$ cat src/rtl/soundweb_pkg.sv
// rtl/soundweb_pkg.sv - Soundweb framing constants and types shared by the encoder and decoder
package soundweb_pkg;

  localparam logic [7:0] STX        = 8'h02;
  localparam logic [7:0] ETX        = 8'h03;
  localparam logic [7:0] ACK        = 8'h06;
  localparam logic [7:0] NAK        = 8'h15;
  localparam logic [7:0] ESC        = 8'h1B;
  localparam logic [7:0] ESC_OFFSET = 8'h80;

  localparam int PAYLOAD_LEN = 13;
  localparam int FRAME_LEN   = 14;

  typedef enum logic [1:0] {
    S_IDLE,
    S_BODY,
    S_ESC
  } state_t;

  // Only the five reserved byte values may appear in escaped form on the wire
  function automatic logic is_escaped_code(input logic [7:0] b);
    return (b == (STX + ESC_OFFSET)) || (b == (ETX + ESC_OFFSET)) ||
           (b == (ACK + ESC_OFFSET)) || (b == (NAK + ESC_OFFSET)) ||
           (b == (ESC + ESC_OFFSET));
  endfunction

endpackage

$ cat src/rtl/soundweb_unescape.sv
// rtl/soundweb_unescape.sv - Byte-stuffing removal: escape detection, validation and unescaped byte strobe
module soundweb_unescape
  import soundweb_pkg::*;
(
  input  logic       in_valid,
  input  logic [7:0] in_byte,
  input  logic       in_body,
  input  logic       in_esc,
  output logic       esc_start,
  output logic       byte_valid,
  output logic [7:0] byte_out,
  output logic       esc_error
);

  always_comb begin
    esc_start  = 1'b0;
    byte_valid = 1'b0;
    byte_out   = in_byte;
    esc_error  = 1'b0;
    if (in_valid && in_esc) begin
      if (is_escaped_code(in_byte)) begin
        byte_valid = 1'b1;
        byte_out   = in_byte - ESC_OFFSET;
      end else begin
        esc_error = 1'b1;
      end
    end else if (in_valid && in_body) begin
      // Framing bytes are consumed by the top; everything else is payload
      if (in_byte == ESC) begin
        esc_start = 1'b1;
      end else if (in_byte != STX && in_byte != ETX) begin
        byte_valid = 1'b1;
      end
    end
  end

endmodule

$ cat src/rtl/soundweb_decoder.sv
// rtl/soundweb_decoder.sv - Receive-side Soundweb framer: STX/ETX detection, unstuffing, XOR check, field output
module soundweb_decoder
  import soundweb_pkg::*;
#(
  parameter int TIMEOUT       = 50000,
  parameter int TIMEOUT_WIDTH = 16
) (
  input  logic        fpga_clk_50,
  input  logic        hps_fpga_reset_n,
  input  logic        in_valid,
  input  logic [7:0]  in_byte,
  output logic        rx_valid,
  output logic [7:0]  command,
  output logic [47:0] address,
  output logic [15:0] sv,
  output logic [31:0] data,
  output logic        ack_rx,
  output logic        nak_rx,
  output logic        err_checksum,
  output logic        err_length,
  output logic        err_escape,
  output logic        err_timeout
);

  state_t                   state, state_next;
  logic [TIMEOUT_WIDTH-1:0] gap_cnt;
  logic [3:0]               count;
  logic [7:0]               xor_acc, chk_byte;
  logic [PAYLOAD_LEN*8-1:0] shadow;

  logic       esc_start, byte_valid, esc_error;
  logic [7:0] byte_out;
  logic       in_frame, timeout_hit, stx_seen, etx_seen, overflow, store, frame_full;
  logic       rx_valid_d, ack_d, nak_d, err_chk_d, err_len_d, err_esc_d, err_to_d;

  soundweb_unescape u_unescape (
    .in_valid  (in_valid),
    .in_byte   (in_byte),
    .in_body   (state == S_BODY),
    .in_esc    (state == S_ESC),
    .esc_start (esc_start),
    .byte_valid(byte_valid),
    .byte_out  (byte_out),
    .esc_error (esc_error)
  );

  assign in_frame    = (state != S_IDLE);
  assign timeout_hit = in_frame && !in_valid && (gap_cnt == TIMEOUT_WIDTH'(TIMEOUT - 1));
  assign stx_seen    = in_valid && (in_byte == STX) && (state != S_ESC);
  assign etx_seen    = in_valid && (in_byte == ETX) && (state == S_BODY);
  assign frame_full  = (count == 4'(FRAME_LEN));
  assign overflow    = byte_valid && frame_full;
  assign store       = byte_valid && !frame_full;

  always_ff @(posedge fpga_clk_50 or negedge hps_fpga_reset_n) begin
    if (!hps_fpga_reset_n) state <= S_IDLE;
    else                   state <= state_next;
  end

  always_comb begin
    state_next = state;
    case (state)
      S_IDLE: if (stx_seen) state_next = S_BODY;
      S_BODY: begin
        if (timeout_hit || etx_seen || overflow) state_next = S_IDLE;
        else if (esc_start)                      state_next = S_ESC;
      end
      S_ESC: begin
        if (timeout_hit || esc_error || overflow) state_next = S_IDLE;
        else if (byte_valid)                      state_next = S_BODY;
      end
      default: state_next = S_IDLE;
    endcase
  end

  always_comb begin
    ack_d      = (state == S_IDLE) && in_valid && (in_byte == ACK);
    nak_d      = (state == S_IDLE) && in_valid && (in_byte == NAK);
    err_esc_d  = esc_error;
    err_to_d   = timeout_hit;
    err_len_d  = overflow || ((state == S_BODY) && stx_seen) || (etx_seen && !frame_full);
    err_chk_d  = etx_seen && frame_full && (xor_acc != chk_byte);
    rx_valid_d = etx_seen && frame_full && (xor_acc == chk_byte);
  end

  // Payload shifts in MSB first so the field slices fall out of fixed bit positions
  always_ff @(posedge fpga_clk_50 or negedge hps_fpga_reset_n) begin
    if (!hps_fpga_reset_n) begin
      gap_cnt  <= '0;
      count    <= '0;
      xor_acc  <= '0;
      chk_byte <= '0;
      shadow   <= '0;
    end else begin
      if (in_valid || timeout_hit) gap_cnt <= '0;
      else if (in_frame)           gap_cnt <= gap_cnt + 1'b1;

      if (stx_seen) begin
        count   <= '0;
        xor_acc <= '0;
      end else if (store) begin
        count <= count + 4'd1;
        if (count == 4'(PAYLOAD_LEN)) begin
          chk_byte <= byte_out;
        end else begin
          shadow  <= {shadow[PAYLOAD_LEN*8-9:0], byte_out};
          xor_acc <= xor_acc ^ byte_out;
        end
      end
    end
  end

  always_ff @(posedge fpga_clk_50 or negedge hps_fpga_reset_n) begin
    if (!hps_fpga_reset_n) begin
      rx_valid     <= 1'b0;
      ack_rx       <= 1'b0;
      nak_rx       <= 1'b0;
      err_checksum <= 1'b0;
      err_length   <= 1'b0;
      err_escape   <= 1'b0;
      err_timeout  <= 1'b0;
      command      <= '0;
      address      <= '0;
      sv           <= '0;
      data         <= '0;
    end else begin
      rx_valid     <= rx_valid_d;
      ack_rx       <= ack_d;
      nak_rx       <= nak_d;
      err_checksum <= err_chk_d;
      err_length   <= err_len_d;
      err_escape   <= err_esc_d;
      err_timeout  <= err_to_d;
      if (rx_valid_d) begin
        command <= shadow[103:96];
        address <= shadow[95:48];
        sv      <= shadow[47:32];
        data    <= shadow[31:0];
      end
    end
  end

endmodule
$ cat config.mk
export PLATFORM = sky130hd
export DESIGN_NAME = soundweb_decoder
export DESIGN_NICKNAME = d
export VERILOG_FILES = /design/src/rtl/soundweb_pkg.sv /design/src/rtl/soundweb_unescape.sv /design/src/rtl/soundweb_decoder.sv
export SDC_FILE = /design/constraint.sdc
export NUM_CORES = 1
export LEC_CHECK = 0
export CAP_MARGIN = 20
export CORE_ASPECT_RATIO = 1.4
export CORE_MARGIN = 3
export CORE_UTILIZATION = 40
export CTS_CLUSTER_SIZE = 16
export DETAILED_ROUTE_END_ITERATION = 7
export HOLD_SLACK_MARGIN = 0.12
export REMOVE_ABC_BUFFERS = 1
export SLEW_MARGIN = 20
export SYNTH_ARGS = -nofsm -noshare
export SYNTH_HDL_FRONTEND = slang
export SYNTH_SLANG_ARGS = --single-unit
$ cat constraint.sdc
create_clock -name fpga_clk_50 -period 2.3 [get_ports fpga_clk_50]
set_clock_uncertainty 0.1 [all_clocks]
set_input_delay 0.575 -clock fpga_clk_50 [delete_from_list [all_inputs] [get_ports fpga_clk_50]]
set_output_delay 0.575 -clock fpga_clk_50 [all_outputs]
set_load 0.01 [all_outputs]
# [Yosys cells after proc, flatten, opt, wreduce, memory -nomap -nowiden]
# Cells that the tools add are included.
# W data, S select, Z words.
[classes] bitwise_logic=3 n_reduce_logical=40 mux=25 n_eq_ne=24 addsub=3
[ops] op="$eq A8 B8 Y1 const B" n=5
[ops] op="$mux W8" n=5
[ops] op="$mux W16" n=2
[ops] op="$logic_and A1 B1 Y1" n=19
[ops] op="$add A16 B1 Y16 const B" n=1
[ops] op="$eq A16 B16 Y1 const B" n=1
[ops] op="$eq A8 B2 Y1 const B" n=2
[ops] op="$eq A8 B5 Y1 const B" n=2
[ops] op="$ne A8 B2 Y1 const B" n=2
[ops] op="$logic_or A1 B1 Y1" n=11
[ops] op="$mux W1" n=10
[ops] op="$mux W2" n=5
[ops] op="$reduce_and A3 Y1" n=3
[ops] op="$eq A4 B4 Y1 const B" n=2
[ops] op="$eq A8 B3 Y1 const B" n=1
[ops] op="$eq A8 B8 Y1" n=1
[ops] op="$mux W4" n=2
[ops] op="$ne A8 B8 Y1" n=1
[ops] op="$sub A8 B8 Y8 const B" n=1
[ops] op="$xor A8 B8 Y8" n=1
[ops] op="$ne A2 B2 Y1 const B" n=3
[ops] op="$ne A3 B3 Y1 const B" n=2
[ops] op="$pmux W2 S3" n=1
[ops] op="$reduce_bool A2 Y1" n=3
[ops] op="other kinds (7)" n=9
[word_totals] output_inout_bits=111 reg_bits=253

# [Longest topological paths before layout]
# Gate-level depths: netlist of the first run.
[depth] ltp_word=11 mapped_depth=10 depth_no_buf=8

# [Modules after synthesis]
# Synthesis of the first run repeated with hierarchy kept, for this count alone.
[hier_totals] cells_unflattened=690 area_unflattened_um2=10711.5
[by_module_without_submodules] mod="soundweb_decoder" cells_per_inst=664 area_per_inst_um2=10518.8 instances=1
[by_module_without_submodules] mod="soundweb_unescape" cells_per_inst=26 area_per_inst_um2=192.7 instances=1

# [Least setup slack after synthesis of the first run]
# Ideal clock, no wire load.
[synth_timing] path_type="input-to-reg" from="in in_byte[3]" to="reg shadow[43]" path_stages=8 path_buffers=3 setup_ns=0.125 arrival_ns=2.340 setup_slack_ns=-0.264 path_cell_list="buf_2 > nor4_4 > nand3_1 > a211o_1 > a21boi_2 > buf_4 > buf_4 > mux2_2"
[synth_between] elab_chain_len=9
[synth_rtl] element="start: declaration" line_no="soundweb_decoder.sv:11" text="input logic [7:0] in_byte,"
[synth_rtl] element="$eq A8 B8 Y1" line_no="soundweb_pkg.sv:22" text="return (b == (STX + ESC_OFFSET)) || (b == (ETX + ESC_OFFSET)) ||"
[synth_rtl] element="$logic_or A1 B1 Y1 (2 in series)" line_no="soundweb_pkg.sv:22"
[synth_rtl] element="$logic_or A1 B1 Y1 (2 in series)" line_no="soundweb_pkg.sv:23" text="(b == (ACK + ESC_OFFSET)) || (b == (NAK + ESC_OFFSET)) ||"
[synth_rtl] element="$mux W1" line_no="soundweb_unescape.sv:21" text="if (is_escaped_code(in_byte)) begin"
[synth_rtl] element="$mux W1" line_no="soundweb_unescape.sv:20" text="if (in_valid && in_esc) begin"
[synth_rtl] element="$logic_and A1 B1 Y1" line_no="soundweb_decoder.sv:53" text="assign store = byte_valid && !frame_full;"
[synth_rtl] element="$reduce_and A3 Y1 (no source line) *"
[synth_rtl] element="end signal: assignment" line_no="soundweb_decoder.sv:106" text="shadow <= {shadow[PAYLOAD_LEN*8-9:0], byte_out};"
[synth_rtl] element="end: declaration" line_no="soundweb_decoder.sv:29" text="logic [PAYLOAD_LEN*8-1:0] shadow;"
# Every way passes the cells marked *; elsewhere a longest branch is shown, timed or not.
# A chain may end at the register's enable or synchronous reset.

# [Worst setup path after layout of the first run]
[layout_timing] from="reg state[0]" to="reg shadow[57]"
[layout_between] elab_chain_len=6
[layout_rtl] element="start: declaration" line_no="soundweb_decoder.sv:25" text="state_t state, state_next;"
[layout_rtl] element="start signal: assignment" line_no="soundweb_decoder.sv:57" text="else state <= state_next;"
[layout_rtl] element="$eq A2 B1 Y1" line_no="soundweb_decoder.sv:39" text=".in_body (state == S_BODY),"
[layout_rtl] element="$logic_and A1 B1 Y1" line_no="soundweb_unescape.sv:27" text="end else if (in_valid && in_body) begin"
[layout_rtl] element="$mux W1" line_no="soundweb_unescape.sv:27"
[layout_rtl] element="$mux W1" line_no="soundweb_unescape.sv:20"
[layout_rtl] element="$logic_and A1 B1 Y1" line_no="soundweb_decoder.sv:53"
[layout_rtl] element="$reduce_and A3 Y1 (no source line) *"
# Marked as above.

==> metrics, run 1 <==
Antenna Violating Nets Remaining=0; post-synthesis sequential area ratio=63.10%; DRC=0; Slew headroom=just over 60%; met2 Use GR=roughly 28%; Critical Path Source Type=register; Vert. Die Dim=193.4 um; vias=6794; Slew Viols, Final=0; CP max-delay cell=dfrtp_2; CORE AREA=24310 um2; Post-synth EDFFs=0; Distinct cells, synth=42; area leader, netlist=dfrtp_1; leakage power=6.568 nW; Peak VDD IR=about 0.00051 V; Mean Syn Cell Area=11.20 um2; Crit Path Class=reg2reg; Synth top area share=63.10%; H-tree levels=1; kind of cell adding the most delay to the critical path=compound AO/OA/AOI/OAI gates; CTS sink count=roughly 250; wire length per cell=14.51 um; Synth Instances=896; fmax=around 440 MHz; DIE AREA=27050 um2; NumNets Final=about 1100; Post-synth top flop=dfrtp_1; Worst Hold Class=reg2reg; Final Non-Filler Cells=1423; Async S/R FF share, synth=100.0%; Finish-stage setup viols=0; Max clock buf depth=3; crit-path max FO=7; met1 usage=19.98%; initial antenna violation count=0; Skew-Pair Late Insertion Delay=slightly above 500 ps; gr busiest metal=met2; TritonCTS clock tree=yes; area grow syn2layout=33.33%; met3 usage=2.445%; RePlAce Congestion=0.8145; PD cells=973.3 nW/um2; sum of buffers and inverters on the critical path=4; CP endpoint kind=register; max-cap violations=0; yosys warns=0; placed cells=between 1000 and 1500; most used standard cell by instance count after synthesis=nand2_1; pin count of the biggest net entering global routing=78; GRT overflow=0; TNS Setup=0 ps; diode count=0; DRT iter0 DRCs=about 200; fin crit share=97.78%; global-route usage over all layers=15.54%; Mapped Area=10030 um2; Placed Area=12200 um2; design area=13380 um2; Top cell by count, worst path=buf_12; TritonRoute pass-1 iters=4; largest cells by area after synthesis=dfrtp_1 63%, nand2_1 12%, mux2_2 10%, xnor2_1 1.4%, mux2_1 1.2%; Ports=roughly 120; num rows=67; Post-Route WL=20640 um; status=finished clean; post-DR vias/cell=4.774; CP arrival=2530 ps; Detailed Place HPWL=14020 um; Tmin final=2249 ps; most common library cells after synthesis=329 x nand2_1, 253 x dfrtp_1, 92 x mux2_2, 24 x o21ai_0; Worst-path clk slew=approximately 60 ps; Die Width=139.9 um; crit-path cells=nor2b_2, nand2_1, a211o_1, a21boi_4, buf_12, buf_12, buf_12, buf_16, mux2_2; layout cells sized above 1=21.83%; root buffer cell=clkbuf_16; Largest stage delay, worst path=~440 ps; Fin. Hold Viols=0; first-pass GRT wire length=35870 um; vias in the first global route=7274; CP required=between 2000 and 3000 ps; Least-Margin Pin Slew=about 570 ps; Num CTS Buffers=25; Starting Density=41.27%; IO buf count=about 120; post-synthesis register bit count=253
sequential cells by signal, summed over array words and instances, names as in the netlist, 2 cells and up:
register,count
command,8
state,2
count,4
address,48
sv,16
chk_byte,8
data,32
xor_acc,8
shadow,104
gap_cnt,16
worst paths after layout:
| check | from | to | slack, ps | depth (start not counted) |
|---|---|---|---|---|
| worst max-delay path | state[0]$_DFFE_PN0P_ | shadow[57]$_DFFE_PN0P_ | 50 | 9 |
| min in group asynchronous | hps_fpga_reset_n | shadow[4]$_DFFE_PN0P_ | 510 | 2 |
| max in group asynchronous | hps_fpga_reset_n | address[25]$_DFFE_PN0P_ | 940 | 3 |
| worst min register to register | data[16]$_DFFE_PN0P_ | data[16]$_DFFE_PN0P_ | 360 | 2 |
| worst min-delay path | data[16]$_DFFE_PN0P_ | data[16]$_DFFE_PN0P_ | 360 | 2 |
| worst max register to register | state[0]$_DFFE_PN0P_ | shadow[57]$_DFFE_PN0P_ | 50 | 9 |
metal layers:
layer / up-vias / part of all wire (%)
li1: 3326 / -
met1: 3334 / 43
met2: 99 / 52
met3: 35 / 3.7
met4: 0 / 2.0
met5: - / 0
kinds of logic after synthesis:
logic type      Yosys count  synth area share [%]
flops                   253                 63.10
simple gates            408                 16.90
compound gates           38                 2.257
xor+xnor                 22                 1.920
buf+inv                  56                 2.569
fa+ha+maj                 4                0.4988
mux                     115                 12.76
cell usage in the layout (no fill, tap or decap), types with 2 or more instances in the layout:
| cell type | synthesis | final |
|---|---|---|
| a21oi_1 | 4 | 4 |
| and2_1 | 3 | 2 |
| and3_1 | 3 | 3 |
| buf_12 | 0 | 17 |
| buf_16 | 0 | 4 |
| buf_2 | 8 | 2 |
| buf_4 | 10 | 65 |
| buf_6 | 0 | 5 |
| bufinv_16 | 0 | 4 |
| clkbuf_1 | 22 | 5 |
| clkbuf_16 | 0 | 25 |
| clkbuf_2 | 0 | 2 |
| clkbuf_8 | 0 | 4 |
| clkdlybuf4s50_1 | 0 | 111 |
| clkinv_2 | 0 | 5 |
| dfrtp_1 | 253 | 251 |
| dfrtp_2 | 0 | 2 |
| dlygate4sd2_1 | 0 | 4 |
| ha_1 | 4 | 4 |
| inv_1 | 16 | 16 |
| mux2_1 | 11 | 11 |
| mux2_2 | 92 | 88 |
| mux2_4 | 0 | 4 |
| mux2i_1 | 12 | 12 |
| nand2_1 | 329 | 328 |
| nand3_1 | 13 | 12 |
| nand4_1 | 7 | 7 |
| nor2_1 | 22 | 22 |
| nor3_1 | 10 | 10 |
| nor3b_1 | 3 | 2 |
| nor4b_1 | 3 | 2 |
| o21a_1 | 2 | 2 |
| o21ai_0 | 24 | 22 |
| o21ai_1 | 0 | 2 |
| or3_1 | 3 | 3 |
| xnor2_1 | 16 | 16 |
| xor2_1 | 6 | 6 |
worst register-to-register path, stage by stage, from the launching register on:
cell and delay, ps:
dfrtp_2 440, nor2b_2 130, nand2_1 120, a211o_1 360
a21boi_4 170, buf_12 140, buf_12 110, buf_12 110
buf_16 120, mux2_2 340
power breakdown:
group / internal [mW] / switching (mW)
clock network: 2.56 / 1.62
registers: 5.50 / 0.762
logic: 1.61 / 0.963
per-stage QoR:
| stage | util (%) | total power [mW] | hold slack, ps | worst slack [ps] |
|---|---|---|---|---|
| final | 55.03 | 13.02 | 361.9 | 51.16 |
| after global routing | 55.03 | 13.79 | 372.9 | -18.11 |
| after global placement | 50.17 | 8.531 | 348.4 | -772.9 |
| after floorplan | - | 7.820 | 179.4 | -2576 |
| after detailed placement | 50.17 | 8.642 | 354.7 | -762.6 |
| after CTS | 55.03 | 13.21 | 368.5 | 10.51 |
cell type report:
type / count / area (um2)
flip-flops and latches: 253 / 6334
well taps: 310 / 387.9
repair buffers: 214 / 2230
inverters: 16 / 60.06
clock buffers: 34 / 699.4
clock inverters: 9 / 145.1
fillers: 2152 / 10930
multi-input cells: 587 / 3522
what timing repair did:
| action | 4_1_cts | 5_1_grt |
|---|---|---|
| hold endpoints to repair | 59 | 0 |
| pin swaps | 7 | 4 |
| gates resized for setup | 35 | 18 |
| endpoints found under the setup margin | 217 | 100 |
| buffers inserted | 17 | 0 |
| hold buffers | 1 | 0 |
| cloned | 3 | 0 |
Note: power is estimated with default switching activity, not from simulation.
==> run 2, diff against run 1 <==
--- a/config.mk
+++ b/config.mk
@@ -12,6 +12,8 @@
 export CTS_CLUSTER_SIZE = 16
 export DETAILED_ROUTE_END_ITERATION = 7
 export HOLD_SLACK_MARGIN = 0.12
+export MAX_ROUTING_LAYER = met4
+export PLACE_DENSITY = 0.65
 export REMOVE_ABC_BUFFERS = 1
 export SLEW_MARGIN = 20
 export SYNTH_ARGS = -nofsm -noshare
==> run 2 against run 1 <==
Against the previous run: combinational power down 2%; total power down 1.7%; first-iteration DRC count down 3.5%; sequential power about the same; register-to-register slack better by 40 ps; worst hold slack worse by 0.53 ps; cell area down 0.92%; global-route usage up 0.37 points; sequential share of layout area up 0.44 points.
==> metrics, run 2 (synthesized netlist as in run 1, its figures left out) <==
status=finished clean; PD cells=965.8 nW/um2 (-0.77%); TritonRoute pass-1 iters=4 (unchanged); Slew headroom=67.53% (+5.6 points); initial antenna violation count=0 (unchanged); layout cells sized above 1=21.16% (-0.68 points); Post-Route WL=20670 um (+0.12%); Least-Margin Pin Slew=487.0 ps (-84.61 ps); Peak VDD IR=0.0007248 V (+42%); commonest non-fill, non-tap cell in the layout=nand2_1; DRC=0 (unchanged); Critical Path Source Type=input pin; fin crit share=96.17% (-1.6 points); wire length per cell=14.59 um (+0.61%); Slew Viols, Final=0 (unchanged); Die Width=139.9 um (unchanged); fmax=452.1 MHz (+1.7%); max-cap violations=0 (unchanged); Setup WS pre-CTS=-729.5 ps (+33.11 ps); max FFs per register=104 (unchanged); GRT overflow=0 (unchanged); area grow syn2layout=32.11%; Placed Area=12220 um2 (+0.18%); crit-path max FO=16 (+9); Finish-stage setup viols=0 (unchanged); CP arrival=2500 ps (-30 ps); Worst Hold Class=in2reg; Tmin final=2212 ps (-36.97 ps); Crit Path Class=in2reg; TritonCTS clock tree=yes; Worst-path clk slew=60 ps (about the same); CP endpoint kind=register; first-pass GRT wire length=35370 um (-1.4%); Multi-input gate area=3516 um2 (-0.18%); Largest Register=shadow; CORE AREA=24310 um2 (unchanged); Fin. Hold Viols=0 (unchanged); Num CTS Buffers=25 (unchanged); DIE AREA=27050 um2 (unchanged); top flop regs=shadow (104), address (48), data (32); Starting Density=41.27% (unchanged); most frequent cells in the layout=327 x nand2_1, 251 x dfrtp_1, 111 x clkdlybuf4s50_1; diode count=0 (unchanged); hold slack final=361.4 ps (-0.5330 ps); leakage power=6.514 nW (-0.83%); vias=6824 (+0.44%); Antenna Violating Nets Remaining=0 (unchanged); IO buf count=121 (unchanged); CTS sink count=253 (unchanged); Skew-Pair Late Insertion Delay=520 ps (about the same); post-DR vias/cell=4.819 (+0.94%); FILL cells=2123 (-1.3%); DRT iter0 DRCs=194 (-3.5%); Ports=122 (unchanged); Vert. Die Dim=193.4 um (unchanged); pin count of the biggest net entering global routing=113 (+45%); RePlAce Congestion=0.8043 (-1.3%); TNS Setup=0 ps (unchanged); root buffer cell=clkbuf_16; global-route usage over all layers=15.92% (+0.37 points); vias in the first global route=7161 (-1.6%); NumNets Final=1106 (-0.54%); worst setup margin=88.13 ps (+36.97 ps); Register Area=6334 um2 (unchanged); Detailed Place HPWL=13920 um (-0.72%); design area=13260 um2 (-0.92%); Max clock buf depth=3 (unchanged); CP required=2590 ps (about the same); H-tree levels=1 (unchanged); num rows=67 (unchanged); FF-to-FF setup slack=90 ps (+40 ps)
-- run 2: area by class of cell --
class	instances	area share [%]
sequential	253	47.78
multi-input combinational	587	26.52
timing repair buffer	208	16.27
clock buffer	36	5.409
tap	310	2.926
clock inverter	6	0.6324
inverter	16	0.4531
-- run 2: worst max-delay path, stage by stage --
cell and delay, ps:
dlygate4sd2_1 260, buf_4 170, nand2_1 80, nand3_2 100
a211o_1 330, a21boi_4 220, buf_12 140, buf_6 120
buf_12 140, mux2_2 340
-- run 2: per-stage QoR --
| step | instances | power (mW) | utilization, % |
|---|---|---|---|
| 6_report | 1416 | 12.80 | 54.52 |
| 5_1_grt | 1416 | 13.55 | 54.52 |
| 4_1_cts | 1416 | 13.01 | 54.50 |
| 3_5_place_dp | 1359 | 8.725 | 50.26 |
| 3_3_place_gp | 1359 | 8.613 | 50.26 |
| 2_1_floorplan | 856 | 7.820 | - |
-- run 2: metal layers --
metal  track usage, %  up-vias  wire (um)
met5                -        -          0
met4            3.986        0        459
met3            2.124       37        724
met2            27.53      108      10640
met1            19.82     3354       8843
li1                 -     3325          -
-- run 2: timing repair --
action                     CTS  global route
pin swaps                    4             6
hold endpoints to repair    36             0
gates resized for setup     25            23
setup endpoints to repair  109            96
setup buffers               12             2
hold buffers                 1             0
gates cloned                 2             0
-- run 2: final timing paths --
| path | startpoint | end | cells after the start |
|---|---|---|---|
| max in group asynchronous | hps_fpga_reset_n | shadow[75]$_DFFE_PN0P_ | 3 |
| setup reg to reg | state[0]$_DFFE_PN0P_ | shadow[88]$_DFFE_PN0P_ | 8 |
| hold reg to reg | address[23]$_DFFE_PN0P_ | address[23]$_DFFE_PN0P_ | 2 |
| min in group asynchronous | hps_fpga_reset_n | count[2]$_DFFE_PN0P_ | 2 |
| hold / removal | in_byte[3] | nak_rx$_DFF_PN0_ | 3 |
| setup / recovery | in_byte[2] | shadow[88]$_DFFE_PN0P_ | 10 |
-- run 2: where the power goes --
part / internal (mW) / total, mW / switching [mW]
registers: 5.50 / 6.29 / 0.787
logic: 1.57 / 2.51 / 0.939
clock network: 2.37 / 4.00 / 1.63
==> run 3, diff against run 2 <==
--- a/config.mk
+++ b/config.mk
@@ -12,7 +12,6 @@
 export CTS_CLUSTER_SIZE = 16
 export DETAILED_ROUTE_END_ITERATION = 7
 export HOLD_SLACK_MARGIN = 0.12
-export MAX_ROUTING_LAYER = met4
 export PLACE_DENSITY = 0.65
 export REMOVE_ABC_BUFFERS = 1
 export SLEW_MARGIN = 20
==> run 3 against run 2 <==
Against the previous run: die area unchanged; setup slack improved by 1.7 ps; clock power about the same; non-clock buffer count unchanged; flip-flop and latch count unchanged; clock-buffer cell count unchanged; sequential share of layout area unchanged; sequential power about the same; critical path type unchanged.
==> metrics, run 3 (synthesized netlist as in run 1, its figures left out) <==
status=finished clean; Placed Area=12220 um2 (unchanged); post-DR vias/cell=4.823 (about the same); DIE AREA=27050 um2 (unchanged); Slew Viols, Final=0 (unchanged); TNS Setup=0 ps (unchanged); switch share=26.21% (about the same); layout cells sized above 1=21.16% (unchanged); design area=13260 um2 (unchanged); fmax=452.5 MHz (about the same); max FFs per register=104 (unchanged); TritonCTS clock tree=yes; worst setup margin=89.87 ps (+1.741 ps); fin crit share=96.09% (about the same); Worst-path clk slew=60 ps (about the same); Finish-stage setup viols=0 (unchanged); met3 usage=2.149% (+0.025 points); RePlAce Congestion=0.7931 (-1.4%); crit-path cells=dlygate4sd2_1, buf_4, nand2_1, nand3_2, a211o_1, a21boi_4, buf_12, buf_6, buf_12, mux2_2; Least-Margin Pin Slew=487.1 ps (+0.1593 ps); CORE AREA=24310 um2 (unchanged); sum of buffers and inverters on the critical path=5 (unchanged); gr busiest metal=met2; Die Width=139.9 um (unchanged); max-cap violations=0 (unchanged); met1 usage=19.66% (-0.16 points); CP required=2590 ps (about the same); Peak VDD IR=0.0007223 V (-0.35%); num rows=67 (unchanged); clock share of power=31.3% (about the same); Crit Path Class=in2reg; P_sw=3.356 mW (about the same); pin count of the biggest net entering global routing=113 (unchanged); met2 Use GR=27.64% (+0.11 points); H-tree levels=1 (unchanged); Slew headroom=67.52% (about the same); most frequent cells in the layout=327 x nand2_1, 251 x dfrtp_1, 111 x clkdlybuf4s50_1; top flop regs=shadow (104), address (48), data (32); PD cells=966.0 nW/um2 (about the same); vias=6829 (+0.073%); Vert. Die Dim=193.4 um (unchanged); root buffer cell=clkbuf_16; NumNets Final=1106 (unchanged); Largest stage delay, worst path=340 ps (about the same); first-pass GRT wire length=35350 um (about the same); wire length per cell=14.61 um (about the same); area grow syn2layout=32.11% (unchanged); diode count=0 (unchanged); post-layout util=54.52% (unchanged); Worst Hold Class=in2reg; commonest non-fill, non-tap cell in the layout=nand2_1; Tmin final=2210 ps (-1.741 ps); Post-Route WL=20680 um (about the same); Antenna Violating Nets Remaining=0 (unchanged); Int Pwr=9.448 mW (about the same); Starting Density=41.27% (unchanged); vias in the first global route=7181 (+0.28%); Skew-Pair Late Insertion Delay=520 ps (about the same); CP max-delay cell=mux2_2; GRT overflow=0 (unchanged); CTS sink count=253 (unchanged); DRT iter0 DRCs=212 (+9.3%); crit-path max FO=16 (unchanged); Largest Register=shadow; kind of cell adding the most delay to the critical path=buffers and inverters; leakage power=6.514 nW (unchanged); Top cell by count, worst path=buf_12; CP arrival=2500 ps (about the same); combinational share of power=19.6% (about the same); TritonRoute pass-1 iters=4 (unchanged); Fin. Hold Viols=0 (unchanged); Power Total=12.80 mW (about the same); Detailed Place HPWL=13920 um (unchanged); Num CTS Buffers=25 (unchanged); DRC=0 (unchanged); initial antenna violation count=0 (unchanged); Setup WS pre-CTS=-729.5 ps (unchanged); Max clock buf depth=3 (unchanged); Critical Path Source Type=input pin; IO buf count=121 (unchanged); Ports=122 (unchanged); CP endpoint kind=register; part of the power in registers=49.1% (about the same); global-route usage over all layers=15.44% (-0.47 points)
run 3: cell counts in the layout (fill, tap and decap cells not counted):
Identical to the previous run, type by type.
run 3: power by group through the flow:
stage                     combinational, mW  sequential [mW]  clock [mW]
final                                  2.51             6.29        4.00
after global routing                   2.79             6.45        4.30
after CTS                              2.60             6.28        4.13
after detailed placement               2.37             6.35           0
after global placement                 2.29             6.32           0
after floorplan                        1.72             6.10           0
run 3: cell type report:
cell class	instances	area [um2]
clock inverter	6	83.83
inverter	16	60.06
multi-input combinational	587	3516
sequential	253	6334
clock buffer	36	716.9
fill	2123	11060
tap	310	387.9
timing repair buffer	208	2157
run 3: repair_timing:
action | CTS | global route
endpoints found under the hold margin | 36 | 0
hold buffers | 1 | 0
gates cloned | 2 | 0
setup endpoints to repair | 109 | 96
pin swaps | 4 | 6
gates resized for setup | 25 | 23
buffers inserted | 12 | 2
run 3: worst min-delay path: cells and delay by family:
family / cells / cell delay, ps
simple gates: 1 / 60
buf+inv: 2 / 310
run 3: routing by layer:
layer,wire (um),vias up
met5,0,-
met4,457,0
met3,768,32
met2,10690,114
met1,8769,3360
li1,-,3323
run 3: through the flow:
step | std cells | hold slack [ps]
floorplan | 856 | 179.4
global placement | 1359 | 348.6
detailed placement | 1359 | 354.5
CTS | 1416 | 331.4
global route | 1416 | 363.8
finish | 1416 | 360.3
run 3: path summary, 6_finish.rpt:
| kind | start | endpoint | slack [ps] | cells past startpoint |
|---|---|---|---|---|
| min | in_byte[3] | nak_rx$_DFF_PN0_ | 360 | 3 |
| max in group asynchronous | hps_fpga_reset_n | shadow[75]$_DFFE_PN0P_ | 1000 | 3 |
| min reg2reg | address[23]$_DFFE_PN0P_ | address[23]$_DFFE_PN0P_ | 360 | 2 |
| max | in_byte[2] | shadow[88]$_DFFE_PN0P_ | 90 | 10 |
| max reg2reg | state[0]$_DFFE_PN0P_ | shadow[88]$_DFFE_PN0P_ | 90 | 8 |
| min in group asynchronous | hps_fpga_reset_n | count[2]$_DFFE_PN0P_ | 450 | 2 |
